`src/rtl/sdram_arbit.sv`:
```
// SDRAM bus arbiter: grants init/refresh/write/read ownership of the command bus and muxes the pins.
// Optional SDRAM_ARB_RR_EN: rotating write/read priority; refresh always wins.
module sdram_arbit #(
    parameter logic [3:0] CMD_NOP = 4'b0111,
    parameter int         ADDR_W  = 12,
    parameter int         BANK_W  = 2
) (
    input  logic              clk,
    input  logic              rst_n,
    input  logic              flag_init_end,
    input  logic [3:0]        init_cmd,
    input  logic [ADDR_W-1:0] init_addr,
    input  logic              ref_req,
    output logic              ref_en,
    input  logic              flag_ref_end,
    input  logic [3:0]        ref_cmd,
    input  logic [ADDR_W-1:0] ref_addr,
    input  logic              wr_req,
    output logic              wr_en,
    input  logic              flag_wr_end,
    input  logic [3:0]        wr_cmd,
    input  logic [ADDR_W-1:0] wr_addr,
    input  logic [BANK_W-1:0] wr_bank,
    input  logic              rd_req,
    output logic              rd_en,
    input  logic              flag_rd_end,
    input  logic [3:0]        rd_cmd,
    input  logic [ADDR_W-1:0] rd_addr,
    input  logic [BANK_W-1:0] rd_bank,
    output logic              ref_pending,
    output logic [3:0]        sdram_cmd,
    output logic [ADDR_W-1:0] sdram_addr,
    output logic [BANK_W-1:0] sdram_bank,
    output logic [4:0]        arb_state
);

    typedef enum logic [4:0] {
        IDLE  = 5'b00001,
        ARBIT = 5'b00010,
        AREF  = 5'b00100,
        WRITE = 5'b01000,
        READ  = 5'b10000
    } state_t;

    state_t state, state_nxt;
    logic   ref_en_nxt, wr_en_nxt, rd_en_nxt;
    logic   wr_wins;

`ifdef SDRAM_ARB_RR_EN
    // last_grant: 1 = read was granted last, so write wins the next tie
    logic last_grant;

    always_ff @(posedge clk or negedge rst_n) begin
        if (!rst_n)
            last_grant <= 1'b1;
        else if (wr_en_nxt)
            last_grant <= 1'b0;
        else if (rd_en_nxt)
            last_grant <= 1'b1;
    end

    assign wr_wins = wr_req && (!rd_req || last_grant);
`else
    assign wr_wins = wr_req;
`endif

    always_comb begin
        state_nxt  = state;
        ref_en_nxt = 1'b0;
        wr_en_nxt  = 1'b0;
        rd_en_nxt  = 1'b0;
        case (state)
            IDLE: if (flag_init_end) state_nxt = ARBIT;
            ARBIT: begin
                if (ref_req) begin
                    state_nxt  = AREF;
                    ref_en_nxt = 1'b1;
                end else if (wr_wins) begin
                    state_nxt = WRITE;
                    wr_en_nxt = 1'b1;
                end else if (rd_req) begin
                    state_nxt = READ;
                    rd_en_nxt = 1'b1;
                end
            end
            AREF:  if (flag_ref_end) state_nxt = ARBIT;
            WRITE: if (flag_wr_end)  state_nxt = ARBIT;
            READ:  if (flag_rd_end)  state_nxt = ARBIT;
            default: state_nxt = IDLE;
        endcase
    end

    always_ff @(posedge clk or negedge rst_n) begin
        if (!rst_n) begin
            state       <= IDLE;
            ref_en      <= 1'b0;
            wr_en       <= 1'b0;
            rd_en       <= 1'b0;
            ref_pending <= 1'b0;
        end else begin
            state       <= state_nxt;
            ref_en      <= ref_en_nxt;
            wr_en       <= wr_en_nxt;
            rd_en       <= rd_en_nxt;
            ref_pending <= ((state == WRITE) || (state == READ)) && ref_req;
        end
    end

    // Pin mux follows the registered state only, so pins change with the grant edge
    always_comb begin
        sdram_cmd  = CMD_NOP;
        sdram_addr = '0;
        sdram_bank = '0;
        case (state)
            IDLE: begin
                sdram_cmd  = init_cmd;
                sdram_addr = init_addr;
            end
            AREF: begin
                sdram_cmd  = ref_cmd;
                sdram_addr = ref_addr;
            end
            WRITE: begin
                sdram_cmd  = wr_cmd;
                sdram_addr = wr_addr;
                sdram_bank = wr_bank;
            end
            READ: begin
                sdram_cmd  = rd_cmd;
                sdram_addr = rd_addr;
                sdram_bank = rd_bank;
            end
            default: ;
        endcase
    end

    assign arb_state = state;

endmodule

```
`config.mk`:
```
export PLATFORM = sky130hd
export DESIGN_NAME = sdram_arbit
export DESIGN_NICKNAME = d
export VERILOG_FILES = /design/src/rtl/sdram_arbit.sv
export SDC_FILE = /design/constraint.sdc
export NUM_CORES = 1
export LEC_CHECK = 0
export CORE_MARGIN = 2
export CORE_UTILIZATION = 25
export CTS_BUF_LIST = sky130_fd_sc_hd__clkbuf_4
export DETAILED_ROUTE_END_ITERATION = 12
export PLACE_DENSITY = 0.83
export SYNTH_ARGS = -nofsm -noshare
export SYNTH_HDL_FRONTEND = slang
export SYNTH_SLANG_ARGS = --single-unit
```
`constraint.sdc`:
```
create_clock -name clk -period 1.8 [get_ports clk]
set_input_delay 0.36 -clock clk [delete_from_list [all_inputs] [get_ports clk]]
set_output_delay 0.36 -clock clk [all_outputs]
set_load 0.01 [all_outputs]
```
==> results of run 1 <==
layer usage:
layer / track usage (%) / up-vias / wire length, um
met5: 0 / - / 0
met4: 6.25 / 0 / 121
met3: 3.75 / 12 / 298
met2: 39.5 / 75 / 2400
met1: 23.8 / 673 / 1740
li1: - / 689 / -
state kept, by name (all words and copies together) (netlist names):
signal and count:
arb_state 5, rd_en 1, ref_en 1, ref_pending 1, wr_en 1
synthesized netlist by cell type, drive strengths merged (2+ instances only):
cell	number	area share [%]
nor4	2	1.4
and2	2	1.4
buf	8	6.9
a22oi	32	27
nor3	2	1.1
nand2b	4	2.8
dfrtp	8	23
nand2	15	6.4
a22o	2	2.0
nor3b	2	4.2
nand3	3	1.7
nor2	3	1.3
inv	3	1.3
o21ai	3	1.7
cells by family after synthesis:
logic type                after synthesis  synth area share (%)
xor gates and xnor gates                1                 0.992
buffers and inverters                  12                  8.78
and+or+nand+nor                        41                  27.8
DFF                                     9                  25.6
AOI/OAI and AO/OA                      43                  36.8
power breakdown:
group / leakage (nW) / switching (mW) / internal [mW]
sequential: 0.120 / 0.0374 / 0.245
combinational: 0.930 / 0.706 / 0.988
clock: 0.0177 / 0.0724 / 0.0819
total: 1.07 / 0.816 / 1.32
worst paths after layout:
path / from / end / cells past startpoint
worst max-delay path: arb_state[2] / sdram_cmd[0] / 7
worst min-delay path: rst_n / ref_pending / 1
worst max register to register: arb_state[2] / arb_state[1] / 6
worst min register to register: arb_state[4] / wr_en / 4
max in group asynchronous: rst_n / arb_state[0] / 1
min in group clk: wr_req / wr_en / 2
through the flow:
step	instances	TNS (ps)
floorplan	106	-2080
global placement	266	-7070
detailed placement	266	-7370
CTS	288	-6470
global route	291	-7870
finish	291	-6370
worst max-delay path: cells and delay by family (launching register included):
family                 cells  cell delay (ps)
and+or+nand+nor            3              750
buffers and inverters      3              410
DFF                        1              400
AOI/OAI and AO/OA          1               60
cell type report:
| cell class | count | area (um2) | share of cell area, % |
|---|---|---|---|
| clock inverters | 1 | 5.00 | 0.214 |
| multi-input cells | 85 | 687 | 29.4 |
| flip-flops and latches | 9 | 226 | 9.68 |
| clock buffers | 3 | 22.5 | 0.963 |
| inverters | 3 | 11.3 | 0.481 |
| repair buffers | 144 | 1330 | 56.8 |
| well taps | 46 | 57.6 | 2.46 |
timing repair:
item	4_1_cts	5_1_grt
pin swaps	10	14
cloned	1	0
hold buffers	0	0
setup endpoints to repair	19	21
gates resized for setup	89	25
buffers inserted	17	7
==> results.py, run 1 <==
metrics = {
    "flow_run": {
        "cap_violations": 0,
    },
    "clock_network": {
        "clock_sinks": 9,
        "clk_pin_slew_ps": 70,
        "cts_tree": "done",
        "cts.htree.levels": 1,
        "clk_latency_ps": 260,
        "cts_buffers": 3,
        "root_buffer": "clkbuf_4",
        "cts_buffer_depth": 2,
    },
    "final_layout": {
        "fin_nets": 323,
        "final_common_cell": "clkdlybuf4s50_1",
        "layout_common_cells": "clkdlybuf4s50_1 (81), buf_4 (26), buf_2 (18), a22oi_1 (17)",
        "antenna_cells": 0,
        "nFillCells": 289,
        "post-route-cell-area_mm2": 0.00234,
        "area_growth_pct": 165,
        "post-route-util_pct": 69.6,
        "drive_above_1_share_pct": 35.5,
    },
    "grt": {
        "grt_use_total_pct": 21.0,
        "grt_pass1_vias": 1513,
        "grt_pass1_wl_um": 6710,
        "antenna_found_initial": 0,
        "grt-ovfl-total": 0,
        "grt_max_degree": 18,
    },
    "critical_path": {
        "cp-end-kind": "primary output",
        "cp_max_fo": 5,
        "crit_type": "reg2out",
        "max_stage_delay_ps": 410,
        "cpMaxStageDelayCell": "or3_4",
        "critPathArrivalTime_ps": 1870,
        "reg2reg_slack_ps": 90,
        "startpoint_type": "flip-flop",
        "path_cells": "or3_4 -> nor3b_4 -> buf_6 -> buf_6 -> a22oi_2 -> nand3_1 -> buf_2",
        "path_common_cell": "buf_6",
        "cp_data_required_time_ps": 1440,
    },
    "synth": {
        "syn_area_um2": 883,
        "ys_seq_elements": 9,
        "synth.avg_cell_area_um2": 8.33,
        "synth-async-reset-ratio_pct": 100,
        "seq_area_frac_synth_pct": 25.6,
        "synth_ff_type": "dfrtp_1",
        "syn-num-nets": 183,
        "synth_edf_count": 0,
        "synth-warning-count": 0,
        "syn_inst": 106,
        "synth_cell_type_count": 34,
    },
    "timing": {
        "relSlewSlack_pct": 71.0,
        "worst_slack_ps": -431,
        "hold_viol": 0,
        "rsz0062_at_grt": "yes",
        "tightest_slew_ps": 434,
        "post-route-period-util_pct": 124,
        "skew_ps": 5.63,
        "slew_viol_final": 0,
        "clock.fmax_mhz": 448,
        "setup_viol": 18,
        "layout_min_cycle_time_ps": 2230,
        "hold-worst-slack_ps": 405,
    },
    "placement": {
        "dp_slack_ps": -441,
        "portBuffers": 103,
        "placed_area_mm2": 0.00207,
        "place.gp.congestion": 0.825,
        "hpwl_um": 3210,
    },
    "hold_path": {
        "hold_class": "in2async",
    },
    "routing": {
        "drtPass1Iterations": 4,
        "drc_errors": 0,
        "drt_iter0_drc": 82,
        "final_antenna_net_count": 0,
        "dr_total_vias": 1449,
        "avgRoutedWirePerCell_um": 15.7,
        "routed_wl_um": 4570,
        "vias_per_cell": 4.98,
    },
    "pwr": {
        "p_total_mw": 2.13,
        "vdd_ir_drop_max_mv": 0.439,
        "pwr_density_cell_mw_per_mm2": 911,
        "p_leak_nw": 1.07,
    },
    "floorplanning": {
        "dieArea_mm2": 0.00402,
        "start_util_pct": 26.3,
        "io_pins": 104,
        "die_x_um": 63.4,
        "fp-row-count": 21,
        "die_h_um": 63.4,
        "core-area_mm2": 0.00336,
    },
    "status": {
        "violations": "setup timing",
        "status": "finished, violations left",
    },
}
Note: power is estimated with default switching activity, not from simulation.
==> run 2, diff against run 1 <==
--- a/config.mk
+++ b/config.mk
@@ -9,7 +9,9 @@
 export CORE_UTILIZATION = 25
 export CTS_BUF_LIST = sky130_fd_sc_hd__clkbuf_4
 export DETAILED_ROUTE_END_ITERATION = 12
+export GPL_ROUTABILITY_DRIVEN = 0
 export PLACE_DENSITY = 0.83
+export SLEW_MARGIN = 40
 export SYNTH_ARGS = -nofsm -noshare
 export SYNTH_HDL_FRONTEND = slang
 export SYNTH_SLANG_ARGS = --single-unit
==> results of run 2 <==
Same layout as run 1: the final DEF is identical, and so are final timing and power.
==> run 3, diff against run 2 <==
--- a/config.mk
+++ b/config.mk
@@ -5,12 +5,15 @@
 export SDC_FILE = /design/constraint.sdc
 export NUM_CORES = 1
 export LEC_CHECK = 0
+export ABC_AREA = 1
+export CELL_PAD_IN_SITES_DETAIL_PLACEMENT = 0
+export CELL_PAD_IN_SITES_GLOBAL_PLACEMENT = 1
 export CORE_MARGIN = 2
-export CORE_UTILIZATION = 25
+export CORE_UTILIZATION = 19
 export CTS_BUF_LIST = sky130_fd_sc_hd__clkbuf_4
 export DETAILED_ROUTE_END_ITERATION = 12
 export GPL_ROUTABILITY_DRIVEN = 0
-export PLACE_DENSITY = 0.83
+export PLACE_DENSITY = 0.84
 export SLEW_MARGIN = 40
 export SYNTH_ARGS = -nofsm -noshare
 export SYNTH_HDL_FRONTEND = slang
==> run 3 against run 2 <==
Net effect:
- the flow still finishes with violations (setup timing)
- non-clock buffer count down 7
- largest power group unchanged
- critical path type unchanged
- clock skew up 1.3 ps
- sequential share of layout area down 0.69 points
- clock-buffer cell count up 1
- register-to-register slack better by 180 ps
- total power up 9.7%
- fmax up 15%
- combinational power up 10%
- sequential power up 7.8%
- via count up 19%
- critical path depth up 2
- global-route usage down 5.7 points
==> results.py, run 3 <==
metrics = {
    "final_layout": {
        "seq_area_um2": 230,
        "multi_input_comb_area_um2": 772,
        "final_common_cell": "clkdlybuf4s50_1",
        "layout_common_cells": "clkdlybuf4s50_1 (84), nand4_1 (44), inv_1 (39), buf_4 (23), buf_2 (18)",
        "area_growth_pct": 117,
        "antenna_cells": 0,
        "fin_nets": 370,
        "largest_reg_flops": 5,
        "drive_above_1_share_pct": 31.8,
        "nFillCells": 615,
    },
    "hold_path": {
        "hold_class": "in2async",
    },
    "synth": {
        "ys_seq_elements": 9,
        "synth_top_area_share_pct": 23.3,
        "synth.most_common_cell": "nand4_1",
        "synth_ff_type": "dfrtp_1",
        "synth_edf_count": 0,
        "synth.area.top_cells": "nand4_1 (23%), dfrtp_1 (17%), inv_1 (13%)",
        "synth-warning-count": 0,
        "syn_area_mm2": 0.00118,
        "syn_inst": 165,
        "synth.top_cells.by_count": "nand4_1 (44), inv_1 (41), buf_2 (9), nand2_1 (9), dfrtp_1 (8)",
        "synth_cell_type_count": 25,
        "synth_top_cell_by_area": "nand4_1",
        "seq_area_frac_synth_pct": 19.2,
        "syn-num-nets": 242,
        "synth.avg_cell_area_um2": 7.17,
        "synth-async-reset-ratio_pct": 100,
    },
    "timing": {
        "layout_min_cycle_time_ps": 1950,
        "clock.fmax_mhz": 513,
        "final.setup.tns_ps": -2170,
        "rsz0062_at_grt": "yes",
        "slew_viol_final": 0,
        "skew_ps": 6.93,
        "worst_slack_ps": -148,
        "hold_viol": 0,
        "hold-worst-slack_ps": 376,
        "setup_viol": 18,
        "relSlewSlack_pct": 75.1,
        "tightest_slew_ps": 372,
        "post-route-period-util_pct": 108,
    },
    "critical_path": {
        "cp_max_fo": 4,
        "crit_type": "reg2out",
        "startpoint_type": "flip-flop",
        "cp_data_required_time_ps": 1440,
        "cp-end-kind": "primary output",
        "critPathArrivalTime_ps": 1590,
    },
    "placement": {
        "portBuffers": 103,
        "hpwl_um": 4210,
    },
    "grt": {
        "antenna_found_initial": 0,
        "grt_pass1_vias": 1759,
        "grt_use_total_pct": 15.3,
        "grt_pass1_wl_um": 8690,
        "grt-ovfl-total": 0,
        "grt_max_degree": 28,
    },
    "pwr": {
        "pwr_density_cell_mw_per_mm2": 913,
        "p_total_mw": 2.34,
        "p_leak_nw": 1.20,
        "vdd_ir_drop_max_mv": 0.482,
    },
    "floorplanning": {
        "io_pins": 104,
        "core-area_mm2": 0.00596,
        "start_util_pct": 19.9,
        "die_h_um": 82.9,
        "dieArea_mm2": 0.00687,
        "fp-row-count": 28,
        "die_x_um": 82.9,
    },
    "clock_network": {
        "clk_pin_slew_ps": 60,
        "clock_sinks": 9,
        "cts_buffers": 3,
        "root_buffer": "clkbuf_4",
        "cts_tree": "done",
        "clk_latency_ps": 260,
        "cts_buffer_depth": 2,
        "cts.htree.levels": 1,
    },
    "routing": {
        "drt_iter0_drc": 71,
        "routed_wl_um": 5380,
        "dr_total_vias": 1729,
        "drtPass1Iterations": 4,
        "vias_per_cell": 4.71,
        "avgRoutedWirePerCell_um": 14.7,
        "final_antenna_net_count": 0,
        "drc_errors": 0,
    },
    "status": {
        "violations": "setup timing",
        "status": "finished, violations left",
    },
    "flow_run": {
        "cap_violations": 0,
    },
}
==> run 3: cell types whose count changed in the layout (fill, tap and decap cells not counted), moves of 4 or more <==
cell	previous run	this run
o22ai_2	0	4
nand4_1	0	44
o22ai_1	0	4
inv_1	3	39
a22oi_2	15	0
inv_2	0	4
nand2_1	15	8
o2111ai_2	0	9
nor2_4	0	5
o2111ai_1	0	4
nand2b_1	4	0
a22oi_1	17	0
buf_6	13	7
==> run 3: repair_timing <==
item,CTS,global route
cloned,0,0
pin swaps,9,4
setup endpoints to repair,19,18
setup buffers,6,2
resized for setup,91,10
hold buffers,0,0
==> run 3: kinds of logic (layout without fill, tap and decap cells) <==
group	after synthesis	in the layout	synth area share, %
buf+inv	58	185	21.3
compound gates	26	26	21.9
simple gates	72	72	37.7
flops	9	9	19.2
==> run 3: worst max-delay path, cell delays in order, from the launching register on <==
cell and delay (ps):
dfrtp_2 480, buf_6 130, inv_4 30, nor2_4 160
nand3_4 140, nand2_4 90, nor2_4 30, inv_2 70
nand2_1 50, buf_2 130
==> run 3: where the power goes <==
| part | total (mW) | internal [mW] | switching [mW] |
|---|---|---|---|
| clock network | 0.168 | 0.100 | 0.0673 |
| registers | 0.305 | 0.252 | 0.0537 |
| logic | 1.86 | 0.957 | 0.908 |
| total | 2.34 | 1.31 | 1.03 |
==> run 3: layout make-up <==
class	count	area share [%]
repair buffers	137	49.5
multi-input cells	98	30.2
flip-flops and latches	9	8.99
inverters	44	6.55
well taps	75	3.67
clock buffers	4	1.17
==> run 3: per-stage QoR <==
stage               area [um2]  instances  worst slack (ps)  utilization, %
floorplan                 1180        165               164               -
global placement          2460        356              -316            41.3
detailed placement        2460        356              -334            41.3
CTS                       2500        365              -156            42.0
global route              2560        367              -240            43.0
finish                    2560        367              -148            43.0
==> run 3: worst paths after layout <==
check | from | end | slack [ps] | depth (start not counted)
min | rst_n | ref_en | 380 | 1
min reg2reg | arb_state[1] | arb_state[2] | 690 | 3
max reg2reg | arb_state[2] | arb_state[1] | 270 | 10
max | arb_state[2] | sdram_cmd[0] | -150 | 9
min in group clk | arb_state[1] | arb_state[2] | 690 | 3
max in group asynchronous | rst_n | arb_state[0] | 1120 | 1
==> run 3: per-layer routing <==
layer / up-vias / GRT usage [%] / routed length [um]
met1: 808 / 18.1 / 2200
met3: 11 / 2.68 / 262
li1: 854 / - / -
met2: 56 / 27.8 / 2800
met5: - / 0 / 0
met4: 0 / 4.92 / 119
